==> src/rtl/fetch_pkg.sv <==
// rtl/fetch_pkg.sv - shared fetch-queue entry type and reset PC default
package fetch_pkg;

    localparam logic [63:0] FETCH_RESET_PC = 64'h0;

    typedef struct packed {
        logic [63:0] pc;
        logic [31:0] instr;
        logic        filled;
    } fetch_entry_t;

endpackage

==> src/rtl/fetch_queue.sv <==
// rtl/fetch_queue.sv - in-order fetch queue: allocate at tail, fill oldest unfilled, dequeue head
module fetch_queue
    import fetch_pkg::*;
#(
    parameter  int QDEPTH = 2,
    localparam int PW     = $clog2(QDEPTH),
    localparam int CW     = $clog2(QDEPTH + 1)
) (
    input  logic          clk,
    input  logic          rst,
    input  logic          i_flush,
    input  logic          i_alloc,
    input  logic [63:0]   i_alloc_pc,
    input  logic          i_fill,
    input  logic [31:0]   i_fill_data,
    input  logic          i_deq,
    output logic [CW-1:0] o_count,
    output logic [CW-1:0] o_unfilled,
    output fetch_entry_t  o_head
);

    fetch_entry_t  r_mem [QDEPTH];
    logic [PW-1:0] r_head;
    logic [PW-1:0] r_tail;
    logic [PW-1:0] r_fill;
    logic [CW-1:0] r_count;
    logic [CW-1:0] r_unfilled;

    // Pointers are PW bits wide, so wrap modulo QDEPTH falls out of the width.
    always_ff @(posedge clk) begin
        if (rst || i_flush) begin
            r_head     <= '0;
            r_tail     <= '0;
            r_fill     <= '0;
            r_count    <= '0;
            r_unfilled <= '0;
            for (int i = 0; i < QDEPTH; i++) begin
                r_mem[i].filled <= 1'b0;
            end
        end else begin
            if (i_alloc) begin
                r_mem[r_tail] <= '{pc: i_alloc_pc, instr: 32'h0, filled: 1'b0};
                r_tail        <= r_tail + PW'(1);
            end
            if (i_fill) begin
                r_mem[r_fill].instr  <= i_fill_data;
                r_mem[r_fill].filled <= 1'b1;
                r_fill               <= r_fill + PW'(1);
            end
            if (i_deq) begin
                r_head <= r_head + PW'(1);
            end
            r_count    <= r_count + CW'(i_alloc) - CW'(i_deq);
            r_unfilled <= r_unfilled + CW'(i_alloc) - CW'(i_fill);
        end
    end

    assign o_count    = r_count;
    assign o_unfilled = r_unfilled;
    assign o_head     = r_mem[r_head];

endmodule

==> src/rtl/fetch_unit.sv <==
// rtl/fetch_unit.sv - instruction fetch: request issue, redirect, stale-response drop, decode head
module fetch_unit
    import fetch_pkg::*;
#(
    parameter logic [63:0] RESET_PC = FETCH_RESET_PC,
    parameter int          QDEPTH   = 2
) (
    input  logic        clk,
    input  logic        rst,
    input  logic        StallF,
    input  logic        PCSrcE,
    input  logic [63:0] PCTargetE,
    output logic        imem_req_valid,
    input  logic        imem_req_ready,
    output logic [63:0] imem_req_addr,
    input  logic        imem_rsp_valid,
    input  logic [31:0] imem_rsp_data,
    output logic [31:0] instruction,
    output logic [63:0] PCF,
    output logic [63:0] PCPlus4F,
    output logic        FetchValidF
);

    localparam int CW = $clog2(QDEPTH + 1);

    logic [63:0]   r_reqpc;
    logic [CW-1:0] r_drop_cnt;

    logic [CW-1:0] w_count;
    logic [CW-1:0] w_unfilled;
    logic [CW-1:0] w_outstanding;
    fetch_entry_t  w_head;
    logic          w_req_valid;
    logic          w_accept;
    logic          w_fill;
    logic          w_valid;
    logic          w_deq;
    logic          w_unused_tgt;

    assign w_req_valid = !rst && (w_count < CW'(QDEPTH)) && (r_drop_cnt == '0) && !PCSrcE;
    assign w_accept    = w_req_valid && imem_req_ready;
    assign w_fill      = !rst && !PCSrcE && imem_rsp_valid && (r_drop_cnt == '0) && (w_unfilled != '0);
    assign w_valid     = !rst && w_head.filled && (w_count != '0);
    assign w_deq       = w_valid && !StallF && !PCSrcE;

    // Requests are only issued while drop_cnt is zero, so this sum never exceeds QDEPTH.
    assign w_outstanding = r_drop_cnt + w_unfilled;
    assign w_unused_tgt  = ^PCTargetE[1:0];

    always_ff @(posedge clk) begin
        if (rst) begin
            r_reqpc    <= RESET_PC;
            r_drop_cnt <= '0;
        end else if (PCSrcE) begin
            r_reqpc    <= {PCTargetE[63:2], 2'b00};
            r_drop_cnt <= (imem_rsp_valid && (w_outstanding != '0)) ? w_outstanding - CW'(1)
                                                                     : w_outstanding;
        end else begin
            if (w_accept) begin
                r_reqpc <= r_reqpc + 64'd4;
            end
            if (imem_rsp_valid && (r_drop_cnt != '0)) begin
                r_drop_cnt <= r_drop_cnt - CW'(1);
            end
        end
    end

    fetch_queue #(.QDEPTH(QDEPTH)) u_queue (
        .clk         (clk),
        .rst         (rst),
        .i_flush     (PCSrcE),
        .i_alloc     (w_accept),
        .i_alloc_pc  (r_reqpc),
        .i_fill      (w_fill),
        .i_fill_data (imem_rsp_data),
        .i_deq       (w_deq),
        .o_count     (w_count),
        .o_unfilled  (w_unfilled),
        .o_head      (w_head)
    );

    assign imem_req_valid = w_req_valid;
    assign imem_req_addr  = rst ? RESET_PC : r_reqpc;
    assign FetchValidF    = w_valid;
    assign instruction    = w_valid ? w_head.instr : 32'h0;
    assign PCF            = w_valid ? w_head.pc : 64'h0;
    assign PCPlus4F       = w_valid ? w_head.pc + 64'd4 : 64'h0;

endmodule

==> config.mk <==
export PLATFORM = sky130hd
export DESIGN_NAME = fetch_unit
export DESIGN_NICKNAME = d
export VERILOG_FILES = /design/src/rtl/fetch_pkg.sv /design/src/rtl/fetch_queue.sv /design/src/rtl/fetch_unit.sv
export SDC_FILE = /design/constraint.sdc
export NUM_CORES = 1
export LEC_CHECK = 0
export ABC_AREA = 1
export CAP_MARGIN = 10
export CORE_ASPECT_RATIO = 0.75
export CORE_MARGIN = 4
export CORE_UTILIZATION = 50
export DETAILED_ROUTE_END_ITERATION = 7
export PLACE_DENSITY = 0.88
export SKIP_CTS_REPAIR_TIMING = 1
export SLEW_MARGIN = 20
export SYNTH_ARGS = -nofsm -noshare
export SYNTH_HDL_FRONTEND = slang
export SYNTH_SLANG_ARGS = --single-unit
==> constraint.sdc <==
create_clock -name clk -period 17.2 [get_ports clk]
set_input_delay 4.3 -clock clk [delete_from_list [all_inputs] [get_ports clk]]
set_output_delay 4.3 -clock clk [all_outputs]
set_load 0.03 [all_outputs]
# Word-level counts from Yosys, hierarchy flattened
# Memory sizes are Yosys's and may differ from the RTL's. A register that Yosys moved wholly into a read port is not among the register bits.
# Index checks and enable logic that the tools add are counted.
dict set report totals {
  ff_bits 73
  latchBits 0
  ram_bits 194
  romBits 0
  inputBits 102
  out_inout_bits 226
  wordCells 75
  memories 1
}
dict set report classes {
  add_sub_neg 12
  n_mul 0
  div_mod_pow 0
  magnitude_cmp 1
  n_eq_ne 0
  n_shift 0
  n_mux 25
  bitwise 0
  reduce_logical 28
}
# name words word_bits read_ports rd_ports_with_merged_regs wr line_no
set mem_list {}
lappend mem_list {u_queue.r_mem 2 97 1 1 2 fetch_queue.sv:22} ;# fetch_entry_t r_mem [QDEPTH];
# op count
set op_table {}
lappend op_table {{$mux 64} 5}
lappend op_table {{$mux 97} 2}
lappend op_table {{$reduce_or 97->1} 2}
lappend op_table {{$add 64x3->64 const B} 2}
lappend op_table {{$mux 32} 1}
lappend op_table {{$logic_and 1x1->1} 14}
lappend op_table {{$mux 1} 12}
lappend op_table {{$reduce_bool 2->1} 6}
lappend op_table {{$mux 2} 4}
lappend op_table {{$add 2x1->2} 2}
lappend op_table {{$sub 2x1->2} 2}
lappend op_table {{$sub 2x1->2 const B} 2}
lappend op_table {{$add 1x1->1 const B} 3}
lappend op_table {{$logic_not 1->1} 3}
lappend op_table {{$mux 3} 1}
lappend op_table {{$add 2x2->2} 1}
lappend op_table {{$logic_not 2->1} 1}
lappend op_table {{$lt 2x2->1 const B} 1}
lappend op_table {{$reduce_or 2->1} 1}
lappend op_table {{$logic_or 1x1->1} 1}

# Depth between registers and ports, before layout
# Gate-level depths: netlist (run 1).
dict set report logic_depth {
  depth_word 10
  mapped_depth 15
  mapped_depth_nobuf 14
}

# By module
# Synthesis (run 1) repeated with hierarchy kept, for this count alone.
dict set report unflattened {
  hier_cells 2098
  area_unflattened_um2 16171.8
}
# module instances cells_per_inst area_each_um2 seq_area_each_um2
set modules_own_cells {}
lappend modules_own_cells {fetch_unit 1 1630 8301.7 1281.2}
lappend modules_own_cells {fetch_queue 1 468 7870.0 5965.7}

# Worst setup path after synthesis (run 1)
# No wires, ideal clock.
dict set report synth_timing {
  kind {input-to-output}
  start {in rst}
  end {out PCPlus4F[25]}
  arrival_time_ns 5.896
  t_required_ns 12.900
  setup_slack_ns 7.004
  stages 7
  n_path_buf 2
  path_cell_list {buf_2 > nor2_1 > nand2_1 > buf_1 > nor2_1 > nor2_1 > a21oi_1}
}
dict set report synth_between {
  elab_chain_cells 4
}
# item line_no
set synth_lines {}
lappend synth_lines {{start, declared} fetch_unit.sv:9} ;# input logic rst,
lappend synth_lines {{$logic_not 1->1} fetch_unit.sv:43} ;# assign w_valid = !rst && w_head.filled && (w_count != '0);
lappend synth_lines {{$logic_and 1x1->1 (2 in a row)} fetch_unit.sv:43}
lappend synth_lines {{$mux 64} fetch_unit.sv:87} ;# assign PCPlus4F = w_valid ? w_head.pc + 64'd4 : 64'h0;
lappend synth_lines {{end, declared} fetch_unit.sv:20} ;# output logic [63:0] PCPlus4F,
# Every way passes these cells.

# Final worst setup path (run 1)
dict set report layout_timing {
  start {in rst}
  end {out PCPlus4F[29]}
}
# Same word-level chain as after synthesis.

==> metrics.cfg, run 1 <==
[placed_design]
pre_cts_slack_ns=6.02
io_buffers=319
dp_hpwl_um=46300
gp_congestion=0.989
post_dp_cell_area_mm2=0.0200

[finish]
final_nets=2866
ff_latch_area_mm2=0.00713
final_common_cell=nand2_1
drive_gt1_frac=0.0472
final_core_util=0.642
n_fill_cell=2869
insertedDiodeCount=0
multi_input_area_mm2=0.00753
area_growth_pct=26.4
fin_area_mm2=0.0209
final_cell_mix=nand2_1 (769), nor2_1 (491), inv_1 (372), clkdlybuf4s50_1 (317), edfxtp_1 (188)

[clock_network]
clock-root-buffer=clkbuf_16
tritoncts=yes
clk_pin_slew_ns=0.06
clock_latency_ns=0.56
clkSinkCount=262
h-tree-depth=1
cts_buffer_depth=3
cts_buffers=27

[pwr]
powerDensity_mw_per_mm2=70.9
leakage_nw=8.75
pwr-share-clk=0.413
peakVddDrop_uv=68.5
internal_power_mw=1.11
p_seq_frac=0.486
swShare=0.248
p_switching_uw=367
p_comb_frac=0.101

[sta]
fmax_ghz=0.0890
fin_ws_ns=5.96
max_slew_margin=0.249
min_period_ns=11.24
fin_skew_ns=0.0372
rsz0062_at_grt=false
setup_violations=0
worst_slew_pin_slew_ns=1.12
hold_viol=0
fin_crit_sh=0.653
slew_violations=0
whs_ns=0.483
setup-tns-final_ns=0

[min_path]
whs_path_depth=2
worstHoldStart=u_queue.r_mem[0][0]
hold_path_class=reg2reg
whs_endpoint=u_queue.r_mem[0][0]

[global_route]
grt_pass1_wl_um=90700
grt_pass1_vias=16100
grt_util_all_layers=0.322
antenna_found_initial=0
overflow=0
grt_max_degree=76

[setup_path]
rrSetupSlack_ns=13.83
path_max_fanout=30
cp.arrival_ns=6.94
worstRegToRegCells=11
r2r-end=u_queue.o_count[1]
required_ns=12.90
critPathLaunchType=input port
crit_start=rst
end_kind=output port
worstSetupPathType=in2out

[die]
num_rows=57
io_pins=328
dieHeight_um=165
start_util=0.508
die_w_um=218
dieArea_mm2=0.0361
coreArea_mm2=0.0325

[drt]
drc=0
vias=17200
met2_length_um=26100
ant_nets=0
finalWirelength_um=59800
dr.pass1.iters=7
met3_length_um=5880
drt-initial-drc-count=1891
m1WireLength_um=26300
top_layer=met4
post_drt_wl_per_cell_um=18.6
vias_per_cell=5.33

[synth]
syn_area_per_cell_um2=6.69
synth_cell_types=37
yosys_warnings=0
ys_seq_elements=262
syn_area_mm2=0.0165
netlist_instances=2472
yosysSeqAreaShare=0.431

[run_status]
status=completed

[run]
cap_viol_max_count=0

critical path: stages:
cell and delay (ns):
buf_4 0.13, nor2_1 0.08, nand2_4 0.28, clkinv_1 0.93
nand3_1 0.51, inv_1 0.07, clkdlybuf4s50_1 0.60
cell families (layout without fill, tap and decap cells):
family	count (synthesis)	after routing	share of synthesized area
other	1	6	0.000227
AND/OR/NAND/NOR	1485	1485	0.364
XOR/XNOR	23	23	0.0122
adder cells (fa/ha/maj)	9	9	0.00681
AO/OA/AOI/OAI	223	223	0.0701
flip-flops	262	262	0.431
buffers and inverters	469	768	0.115
Yosys cell counts:
cell	instances	area, µm²
nand2_1	770	2890
nor2_1	493	1850
inv_1	373	1400
edfxtp_1	188	5650
nand3_1	119	596
o21ai_0	97	485
a21oi_1	91	455
dfxtp_1	74	1480
clkbuf_1	38	143
nor2_2	32	200
buf_2	24	120
nand4_1	24	150
xor2_1	21	184
a31oi_1	19	119
nand2_2	17	106
buf_6	11	124
nor3_1	11	55.1
buf_4	9	67.6
ha_1	9	113
o21ai_1	9	45.0
inv_2	7	26.3
nor2_4	7	78.8
buf_1	5	18.8
and2_1	4	25.0
nand3b_1	3	22.5
or2_2	3	18.8
clkinv_1	2	7.51
o21a_1	2	15.0
xnor2_1	2	17.5
a211oi_1	1	7.51
a32oi_1	1	8.76
conb_1	1	3.75
nand3_2	1	10.0
nor4_2	1	12.5
o211ai_1	1	7.51
o21ai_2	1	8.76
o22ai_1	1	6.26
stage by stage:
stage	power, mW	instances
after floorplan	0.805	2477
after global placement	0.873	3168
after detailed placement	0.877	3168
after CTS	1.48	3218
after global routing	1.53	3218
final	1.48	3218
how the worst max path moves through the flow:
| stage | cells after the start | end | slack (ns) |
|---|---|---|---|
| finish | 7 | PCPlus4F[29] | 5.96 |
| global route | 6 | imem_req_valid | 5.78 |
| CTS | 7 | PCPlus4F[29] | 6.01 |
| detailed placement | 7 | PCPlus4F[29] | 6.02 |
| global placement | 7 | PCPlus4F[29] | 6.00 |
| floorplan | 7 | PCPlus4F[25] | 7.00 |
power groups by stage:
stage          clock, mW  sequential (mW)  combinational, mW
5_1_grt            0.646            0.721              0.163
3_3_place_gp           0            0.729              0.143
4_1_cts            0.618            0.718              0.147
6_report           0.612            0.720              0.150
2_1_floorplan          0            0.721             0.0849
3_5_place_dp           0            0.731              0.146
area by class of cell:
class                      instances  share of cell area
sequential                       262               0.341
timing repair buffer             336               0.159
clock buffer                      32              0.0332
clock inverter                    18              0.0110
multi-input combinational       1746               0.361
inverter                         382              0.0686
tap                              442              0.0265
state kept, by name, summed over array words and instances (netlist names), named ones only:
register / cells
r_drop_cnt: 2
r_reqpc: 62
u_queue.o_count: 2
u_queue.o_unfilled: 2
u_queue.r_fill: 1
u_queue.r_head: 1
u_queue.r_mem: 190
u_queue.r_tail: 1
routing by layer:
metal	global-route usage	vias to the layer above
met4	0.0824	0
met5	0	-
met3	0.0379	96
li1	-	8217
met2	0.498	916
met1	0.482	7928
Note: power is estimated with default switching activity, not from simulation.
==> inputs of run 2 (changes only) <==
Clock period 17.2 ns to 11 ns, I/O delays scaled along.
==> run 2 against run 1 <==
Flip-flop and latch count unchanged; non-clock buffer count down 1; global-route usage down 0.30 points; largest power group unchanged.
==> metrics.cfg, run 2 (synthesis results as in run 1) <==
[drt]
ant_nets=0  ; unchanged
drt-initial-drc-count=1972  ; was 1891
dr.pass1.iters=6  ; was 7
vias_per_cell=5.29  ; was 5.33
finalWirelength_um=59700  ; was 59800 µm
vias=17000  ; was 17200
post_drt_wl_per_cell_um=18.6  ; about the same
drc=0  ; unchanged

[setup_path]
path_max_fanout=130  ; was 30
worstSetupPathType=in2out  ; unchanged
cp_num_cells=8  ; was 7
crit_chain=buf_4, nor2_1, nand2_4, buf_12, a21oi_1, o21ai_0, inv_1, clkdlybuf4s50_1  ; was buf_4, nor2_1, nand2_4, clkinv_1, nand3_1, inv_1, clkdlybuf4s50_1
cp_slowest_stage_delay_ns=0.62  ; was 0.93 ns
rrSetupSlack_ns=7.96  ; was 13.83 ns
crit_family=buffers and inverters  ; unchanged
critPathLaunchType=input port  ; unchanged
cp.arrival_ns=5.44  ; was 6.94 ns
end_kind=output port  ; unchanged
required_ns=8.25  ; was 12.90 ns
path_buf_inv=4  ; unchanged
cpMaxStageDelayCell=clkdlybuf4s50_1  ; was clkinv_1
worstRegToRegCells=11  ; unchanged

[clock_network]
clock-root-buffer=clkbuf_16  ; unchanged
clk_pin_slew_ns=0.06  ; about the same
h-tree-depth=1  ; unchanged
tritoncts=yes  ; unchanged
cts_buffer_depth=3  ; unchanged
clkSinkCount=262  ; unchanged
clock_latency_ns=0.55  ; was 0.56 ns
cts_buffers=27  ; unchanged

[finish]
final_nets=2865  ; was 2866
final_common_cell=nand2_1  ; unchanged
area_growth_pct=26.1  ; was 26.4%
final_core_util=0.641  ; was 0.642
instances_no_fill=3216  ; was 3218
final_cell_mix=nand2_1 (769), nor2_1 (491), inv_1 (372), clkdlybuf4s50_1 (317), edfxtp_1 (188)  ; unchanged
largest_reg_flops=190  ; unchanged
drive_gt1_frac=0.0469  ; was 0.0472
insertedDiodeCount=0  ; unchanged
fin_area_mm2=0.0208  ; was 0.0209 mm²
regMostFlops=u_queue.r_mem  ; unchanged
n_fill_cell=2871  ; was 2869
reg.largest.list=u_queue.r_mem: 190 flops, r_reqpc: 62 flops  ; unchanged

[die]
start_util=0.508  ; unchanged
num_rows=57  ; unchanged
io_pins=328  ; unchanged
coreArea_mm2=0.0325  ; unchanged
die_w_um=218  ; unchanged
dieArea_mm2=0.0361  ; unchanged
dieHeight_um=165  ; unchanged

[global_route]
grt_pass1_vias=15800  ; was 16100
grt_util_all_layers=0.319  ; was 0.322
overflow=0  ; unchanged
grt_pass1_wl_um=88900  ; was 90700 µm
antenna_found_initial=0  ; unchanged
grt_max_degree=131  ; was 76

[placed_design]
gp_congestion=0.980  ; was 0.989
dpl.cell_count=3167  ; was 3168
io_buffers=319  ; unchanged
dp_hpwl_um=46300  ; about the same
pre_cts_slack_ns=3.00  ; was 6.02 ns
post_dp_cell_area_mm2=0.0200  ; about the same

[run_status]
status=completed  ; unchanged

[sta]
fin_crit_sh=0.744
fmax_ghz=0.122
fin_skew_ns=0.0125  ; was 0.0372 ns
hold_viol=0  ; unchanged
setup-tns-final_ns=0  ; unchanged
fin_ws_ns=2.81  ; was 5.96 ns
slew_violations=0  ; unchanged
whs_ns=0.489  ; was 0.483 ns
max_slew_margin=0.262  ; was 0.249
setup_violations=0  ; unchanged
min_period_ns=8.19
rsz0062_at_grt=false  ; unchanged
worst_slew_pin_slew_ns=1.10  ; was 1.12 ns

[min_path]
whs_path_depth=2  ; unchanged
hold_path_class=reg2reg  ; unchanged

[pwr]
p_comb_frac=0.102  ; was 0.101
power.total_mw=2.28  ; was 1.48 mW
p_seq_frac=0.494  ; was 0.486
swShare=0.249  ; was 0.248
p_switching_uw=568  ; was 367 µW
pwr-share-clk=0.404  ; was 0.413
internal_power_mw=1.71  ; was 1.11 mW
powerDensity_mw_per_mm2=109  ; was 70.9 mW/mm²
peakVddDrop_uv=104  ; was 68.5 µV
leakage_nw=8.74  ; was 8.75 nW

[run]
cap_viol_max_count=0  ; unchanged

-- run 2: cell type report --
| class | count | area (µm²) | share of cell area |
|---|---|---|---|
| flip-flops and latches | 262 | 7130 | 0.342 |
| repair buffers | 335 | 3320 | 0.159 |
| inverters | 382 | 1430 | 0.0688 |
| clock buffers | 39 | 741 | 0.0355 |
| multi-input cells | 1746 | 7530 | 0.361 |
| well taps | 442 | 553 | 0.0265 |
| clock inverters | 10 | 131 | 0.00630 |
-- run 2: worst reg2reg max path, stage by stage, from the launching register on --
cell     delay, ns
dfxtp_4       0.36
inv_2         0.61
nand2_1       0.13
nand2_1       0.14
nand2_4       0.09
buf_12        0.21
nor3_1        0.53
ha_1          0.23
inv_1         0.05
ha_1          0.18
or2_2         0.31
a21oi_1       0.13
-- run 2: final timing paths --
| kind | endpoint | start |
|---|---|---|
| max | PCPlus4F[19] | rst |
| min | u_queue.r_mem[0][0] | u_queue.r_mem[0][0] |
| max reg2reg | u_queue.o_count[1] | register |
| min reg2reg | u_queue.r_mem[0][0] | u_queue.r_mem[0][0] |
-- run 2: power groups by stage --
stage          logic (mW)  clock network, mW  registers [mW]
2_1_floorplan       0.133                  0            1.13
3_3_place_gp        0.224                  0            1.14
3_5_place_dp        0.228                  0            1.14
4_1_cts             0.229              0.930            1.12
5_1_grt             0.253              0.971            1.13
6_report            0.233              0.919            1.13
-- run 2: routing by layer --
metal  vias up  GRT usage  wire length, µm
li1       8218          -                -
met1      7834      0.479            26700
met2       892      0.479            25200
met3        75     0.0580             6170
met4         0     0.0767             1540
met5         -          0                0
==> inputs of run 3 (changes only) <==
Settings changed: CORE_UTILIZATION 50 to 48.
Clock period 11 ns to 7.5 ns, I/O delays scaled along.
==> run 3 against run 2 <==
The flow now finishes with violations (DRC); die area is 4.0% higher; core utilization is 2.1 points lower; flip-flop and latch count stayed put; cell count is 0.34% higher; worst setup slack worse by 1.7 ns; via count is 0.77% lower; hold slack worse by 0.016 ns; total power is 49% higher; clock skew is 0.015 ns higher; register-to-register slack worse by 3.7 ns; critical endpoint is now PCPlus4F[16]; largest cell class unchanged; largest power group unchanged.
==> metrics.cfg, run 3 (synthesis results as in run 1) <==
[drt]
drc=1  ; was 0
ant_nets=0  ; unchanged
post_drt_wl_per_cell_um=18.3  ; was 18.6 µm
vias=16900  ; was 17000
dr.pass1.iters=8  ; was 6
vias_per_cell=5.23  ; was 5.29
drt-initial-drc-count=1797  ; was 1972
finalWirelength_um=59000  ; was 59700 µm

[pwr]
powerDensity_mw_per_mm2=163  ; was 109 mW/mm²
peakVddDrop_uv=155  ; was 104 µV
leakage_nw=8.78  ; was 8.74 nW

[global_route]
overflow=0  ; unchanged
antenna_found_initial=0  ; unchanged
grt_pass1_wl_um=89600  ; was 88900 µm
grt_pass1_vias=15800  ; about the same
grt_util_all_layers=0.301  ; was 0.319
grt_max_degree=131  ; unchanged

[sta]
rsz0062_at_grt=false  ; unchanged
max_slew_margin=0.308  ; was 0.262
fin_skew_ns=0.0276  ; was 0.0125 ns
worst_slew_pin_slew_ns=1.04  ; was 1.10 ns
fin_crit_sh=0.853
setup-tns-final_ns=0  ; unchanged
min_period_ns=6.40
slew_violations=0  ; unchanged
hold_viol=0  ; unchanged
fmax_ghz=0.156
setup_violations=0  ; unchanged
whs_ns=0.473  ; was 0.489 ns

[setup_path]
cp.arrival_ns=4.52  ; was 5.44 ns
worstSetupPathType=in2out  ; unchanged
path_max_fanout=47  ; was 130
end_kind=output port  ; unchanged
required_ns=5.62  ; was 8.25 ns
critPathLaunchType=input port  ; unchanged

[die]
start_util=0.490  ; was 0.508
num_rows=58  ; was 57
dieHeight_um=169  ; was 165 µm
coreArea_mm2=0.0337  ; was 0.0325 mm²
die_w_um=222  ; was 218 µm
dieArea_mm2=0.0375  ; was 0.0361 mm²
io_pins=328  ; unchanged

[finish]
insertedDiodeCount=0  ; unchanged
largest_reg_flops=190  ; unchanged
area_growth_pct=26.6  ; was 26.1%
final_nets=2867  ; was 2865
final_common_cell=nand2_1  ; unchanged
drive_gt1_frac=0.0490  ; was 0.0469
regMostFlops=u_queue.r_mem  ; unchanged
final_cell_mix=nand2_1 (768), nor2_1 (491), inv_1 (373), clkdlybuf4s50_1 (317), edfxtp_1 (188)  ; was nand2_1 (769), nor2_1 (491), inv_1 (372), clkdlybuf4s50_1 (317), edfxtp_1 (188)
reg.largest.list=u_queue.r_mem: 190 flops, r_reqpc: 62 flops  ; unchanged
final_core_util=0.620  ; was 0.641

[clock_network]
cts_buffer_depth=3  ; unchanged
h-tree-depth=1  ; unchanged
clock-root-buffer=clkbuf_16  ; unchanged
clock_latency_ns=0.55  ; about the same
cts_buffers=27  ; unchanged
clkSinkCount=262  ; unchanged
tritoncts=yes  ; unchanged
clk_pin_slew_ns=0.06  ; about the same

[run_status]
status=finished with violations  ; was completed
violations=DRC

[placed_design]
io_buffers=319  ; unchanged
gp_congestion=0.973  ; was 0.980
dp_hpwl_um=45800  ; was 46300 µm

[min_path]
hold_path_class=reg2reg  ; unchanged

[run]
cap_viol_max_count=0  ; unchanged

[run 3: cell types whose count changed in the layout (fill, tap and decap cells not counted), sizes merged]
cell / delta
clkbuf: -6
clkinv: +4
inv: +1
bufinv: +2
buf: +2
[run 3: worst max-delay path: stages]
cell	delay [ns]
buf_4	0.26
nor2_1	0.27
nand2_4	0.10
inv_1	0.76
buf_4	0.29
nand2_1	0.05
o21ai_0	0.17
clkdlybuf4s50_1	0.70
[run 3: area by class of cell]
class | instances | area, µm²
Clock buffer | 33 | 698
Fill cell | 3023 | 12800
Multi-Input combinational cell | 1746 | 7540
Clock inverter | 17 | 228
Inverter | 382 | 1430
Timing Repair Buffer | 337 | 3330
Tap cell | 450 | 563
Sequential cell | 262 | 7130
[run 3: layer usage]
metal,up-vias,routed length [µm],track usage
li1,8223,-,-
met2,851,25500,0.466
met3,69,5420,0.0400
met4,0,1190,0.0644
met1,7745,26900,0.456
met5,-,0,0
[run 3: report_power, final]
part / internal (mW) / leakage, nW / switching (mW)
sequential: 1.59 / 2.36 / 0.0573
clock: 0.840 / 0.447 / 0.571
combinational: 0.125 / 5.97 / 0.216
total: 2.56 / 8.78 / 0.845
[run 3: final timing paths]
| check | cells after the start | startpoint | slack, ns | endpoint |
|---|---|---|---|---|
| hold reg to reg | 2 | u_queue.r_mem[1][0] | 0.47 | u_queue.r_mem[1][0] |
| hold / removal | 2 | u_queue.r_mem[1][0] | 0.47 | u_queue.r_mem[1][0] |
| setup / recovery | 8 | rst | 1.10 | PCPlus4F[16] |
| setup reg to reg | 11 | register | 4.23 | u_queue.o_count[1] |
[run 3: metrics by stage]
| step | setup WS [ns] | instance area [µm²] | power (mW) | instances |
|---|---|---|---|---|
| final | 1.10 | 20900 | 3.40 | 3227 |
| after global routing | 0.862 | 20900 | 3.51 | 3227 |
| after CTS | 1.15 | 20900 | 3.41 | 3227 |
| after detailed placement | 1.24 | 20000 | 2.01 | 3177 |
| after global placement | 1.27 | 20000 | 2.00 | 3177 |
| after floorplan | 0.790 | 16500 | 1.85 | 2477 |
==> edit 1 (flow settings as in run 3) <==
Reset style: asynchronous (`rst`), changed in one clocked block.
--- a/src/rtl/fetch_unit.sv
+++ b/src/rtl/fetch_unit.sv
@@ -48,5 +48,5 @@
     assign w_unused_tgt  = ^PCTargetE[1:0];
 
-    always_ff @(posedge clk) begin
+    always_ff @(posedge clk or posedge rst) begin
         if (rst) begin
             r_reqpc    <= RESET_PC;
Function: no difference found for any inputs over 4 cycles, from zero or initial values and one cycle with rst high; that may be too few to reach the edited logic, so the function may still have changed.
==> edit 1 against run 3 <==
  * Synthesized cell count down 7.0%
  * Setup slack worse by 0.015 ns
  * Total power up 9.2%
  * Wire length down 5.5%
  * Cell area down 0.71%
  * Area after synthesis down 0.54%
  * Die area down 0.51%
  * Sequential share of layout area up 1.8 points
  * Critical path type unchanged
  * Sequential cell count unchanged
  * Via count down 2.4%
==> edit 1: results <==
[hold_path]
hold_path_startpoint = u_queue.r_head$_SDFFE_PP0P_
holdPathStages = 1
hold_class = reg -> reg
hold_end = u_queue.r_head$_SDFFE_PP0P_

[grt]
grt_util_met1 = 0.435
grt_pass1_wl_mm = 85.5
grtUsageMet3 = 0.0483
antenna_found_initial = 0
grt_start_max_net_pins = 117
track_usage = 0.287
grt_use_met2 = 0.439
grt_pass1_vias = 15300

[power]
p_leak_nw = 8.76
intPower_mw = 2.66
pg_seq_mw = 1.77
pwr-share-comb = 0.155
vdd_drop_max_uv = 157
cellPowerDensity_nw_per_um2 = 179

[timing]
tightest_slew_ns = 0.972
period_share = 0.855
finClkSkew_ns = 0.0210
worst_hold_slack_ns = 0.469

[clock_tree]
cts.path.max_buffers = 3
cts_buffers = 27
clkLatencyLatePin_ns = 0.54

[worst_setup_path]
crit_path_start = rst
critPathArrivalTime_ns = 4.54
r2r_slack_ns = 3.85
worst-path-max-fanout = 46
critPathTopFamily = buffers and inverters
reg2reg_depth = 12
critical_path.slowest_cell = clkdlybuf4s50_1
crit_end = PCPlus4F[5]
critical-path-max-stage-delay_ns = 0.73

[layout]
drive_above_1_share = 0.0567
reg_top3 = u_queue.r_mem (190), r_reqpc (62)
nets = 2698

[placement]
place.gp.congestion = 0.977
portBuffers = 319
dp_cells = 3008
hpwl_mm = 42.6
dpl_cell_area_sq_um = 19900
preCtsSetupSlack_ns = 1.17

[drt]
post_drt_wl_per_cell_microns = 18.2
drtIter0Drc = 2020
wirelength_mm = 55.7
dr_wl_met2_mm = 23.8
wl_met1_mm = 24.6
dr_wl_met3_mm = 6.14
num_vias = 16500

[logic_synthesis]
synth.distinct_cells = 47
synthCells = 2300
async_reset_ff_frac = 0.244
synth_edf_count = 188
synth_top_cells_by_count = nand2_1, nor2_1, inv_1, edfxtp_1, nand3_1
ys_seq_area_frac = 0.453
yosys-top-cells-area = edfxtp_1, nand2_1, dfrtp_1

[status]
status = complete, no violations
[edit 1: cell count changes after synthesis, sizes merged, moves of 16 or more]
cell | run 3 | this run
nor2 | 532 | 426
a21oi | 91 | 54
inv | 380 | 332
nor3 | 11 | 27
o21ai | 107 | 89
dfxtp | 74 | 10
dfrtp | 0 | 64
[edit 1: area by class of cell]
cell class                 count  area (sq um)
clock buffer                  33           708
clock inverter                17           195
fill                        2936         12900
inverter                     333          1250
multi-input combinational   1630          7310
sequential                   262          7450
tap                          450           563
timing repair buffer         333          3290
[edit 1: logic make-up (layout without fill, tap and decap cells)]
kind of cell | Yosys count | after routing | share of synthesized area
and+or+nand+nor | 1391 | 1391 | 0.350
buffers and inverters | 413 | 716 | 0.105
DFF | 262 | 262 | 0.453
AOI/OAI and AO/OA | 185 | 185 | 0.0648
xor gates and xnor gates | 39 | 39 | 0.0208
adders and majority gates | 9 | 9 | 0.00685
other | 1 | 6 | 0.000228
==> edit 2 (flow settings as in run 3) <==
Without the edit above. `QDEPTH` is set to 2 in 2 places; all go to 4.
--- a/src/rtl/fetch_queue.sv
+++ b/src/rtl/fetch_queue.sv
@@ -3,5 +3,5 @@
     import fetch_pkg::*;
 #(
-    parameter  int QDEPTH = 2,
+    parameter  int QDEPTH = 4,
     localparam int PW     = $clog2(QDEPTH),
     localparam int CW     = $clog2(QDEPTH + 1)
--- a/src/rtl/fetch_unit.sv
+++ b/src/rtl/fetch_unit.sv
@@ -4,5 +4,5 @@
 #(
     parameter logic [63:0] RESET_PC = FETCH_RESET_PC,
-    parameter int          QDEPTH   = 2
+    parameter int          QDEPTH   = 4
 ) (
     input  logic        clk,
Function: changed (a bounded check fails within 4 cycles, from zero or initial values and one cycle with rst high).
==> edit 2 against run 3 <==
  * Wire length grew 29%
  * Sequential power rose by 74%
  * Sequential cell count grew 197
  * Final cell count increased by 20%
  * Total power up 66%
  * Largest power group unchanged
  * Hold slack improved by 0.0057 ns
  * Area after synthesis rose by 44%
  * Clock skew is 0.0014 ns higher
  * Setup slack improved by 0.062 ns
  * Via count is 29% higher
  * Cell area grew 39%
==> edit 2: results <==
[status]
status = complete, no violations

[drt]
route.detailed.drc = 0
drtIter0Drc = 2668
wirelength_mm = 76.1
num_vias = 21800

[grt]
grt_pass1_vias = 20500
track_usage = 0.272
antenna_found_initial = 1
grt_pass1_wl_mm = 114
grt_start_max_net_pins = 93

[clock_tree]
h-tree-depth = 2
clkLatencyLatePin_ns = 0.60
cts_buffers = 46
cts.path.max_buffers = 3

[logic_synthesis]
synth_xor_area_frac = 0.0117
async_reset_ff_frac = 0
yosys-top-cells-area = edfxtp_1, nand2_1, nor2_1
synth_flop_cell = edfxtp_1
ys_seq_area_frac = 0.543
synth-compound-area-share = 0.0669
synth_edf_count = 376
synth_top_cells_by_count = nand2_1, nor2_1, edfxtp_1, inv_1, nand3_1
synthAdderAreaFrac = 0.0104
synth.distinct_cells = 40

[worst_setup_path]
worst-path-max-fanout = 74
critical-path-max-stage-delay_ns = 0.69
critical_path.slowest_cell = clkdlybuf4s50_1
critPathArrivalTime_ns = 4.46

[layout]
nets = 3324
n_antenna_cell = 0
drive_above_1_share = 0.0565
reg_top3 = u_queue.r_mem (380), r_reqpc (62)

[placement]
portBuffers = 319
preCtsSetupSlack_ns = 1.25
place.gp.congestion = 1.02
hpwl_mm = 52.2

[power]
vdd_drop_max_uv = 209
p_leak_nw = 10.9

[timing]
relSlewSlack = 0.344
finClkSkew_ns = 0.0289
## edit 2: changes by cell type after synthesis, sizes merged, moves of 24 or more
cell,run 3,this run
a21oi,91,116
buf,49,73
edfxtp,188,376
inv,380,270
nand2,787,750
nand3,120,219
nor2,532,669
nor3,11,44
o21ai,107,150
## edit 2: metal layers
metal  routed length (microns)  part of all wire  up-vias  GRT usage
li1                          -                 -    10100          -
met1                     30100              0.40    10100      0.385
met2                     33700              0.44     1457      0.419
met3                     10100              0.13      173     0.0649
met4                      2110             0.028        0     0.0811
met5                         0                 0        -          0
## edit 2: kinds of logic (layout without fill, tap and decap cells)
kind of cell	Yosys count	in the layout
AO/OA/AOI/OAI	305	305
XOR/XNOR	32	32
adder cells (fa/ha/maj)	18	18
buffers and inverters	402	702
flip-flops	459	459
other	1	6
AND/OR/NAND/NOR	1718	1718
## edit 2: worst max-delay path: cells and delay by family (launching register included)
| kind | cells | cell delay [ns] |
|---|---|---|
| buffers and inverters | 4 | 1.51 |
| adders and majority gates | 1 | 0.19 |
| AOI/OAI and AO/OA | 2 | 0.24 |
| and+or+nand+nor | 7 | 1.40 |
| DFF | 1 | 0.47 |
## edit 2: stage by stage
step	power, mW	std cells	utilization	hold slack (ns)
floorplan	3.10	2940	-	0.446
global placement	3.27	3804	0.561	0.456
detailed placement	3.28	3804	0.561	0.473
CTS	5.63	3888	0.594	0.482
global route	5.79	3888	0.594	0.521
finish	5.64	3888	0.594	0.479
## edit 2: layout make-up
type                       instances  area, sq um
clock inverter                    34          414
clock buffer                      50         1180
timing repair buffer             348         3420
sequential                       459        13000
multi-input combinational       2079         9270
fill                            4041        19900
inverter                         270         1020
tap                              648          811
## edit 2: final timing paths
path	startpoint	to	slack, ns	cells past startpoint
worst max-delay path	register	PCPlus4F[60]	1.17	14
worst min register to register	u_queue.r_mem[3][0]$_SDFFE_PN1P_	u_queue.r_mem[3][0]$_SDFFE_PN1P_	0.48	2
worst max register to register	register	u_queue.o_count[2]$_SDFF_PP0_	3.57	14
worst min-delay path	u_queue.r_mem[3][0]$_SDFFE_PN1P_	u_queue.r_mem[3][0]$_SDFFE_PN1P_	0.48	2
## edit 2: report_power, final
group          total, mW  switching (mW)  internal, mW  leakage (nW)
logic              0.375           0.243         0.132          6.10
clock network       2.40            1.03          1.37         0.766
registers           2.87          0.0783          2.79          4.00
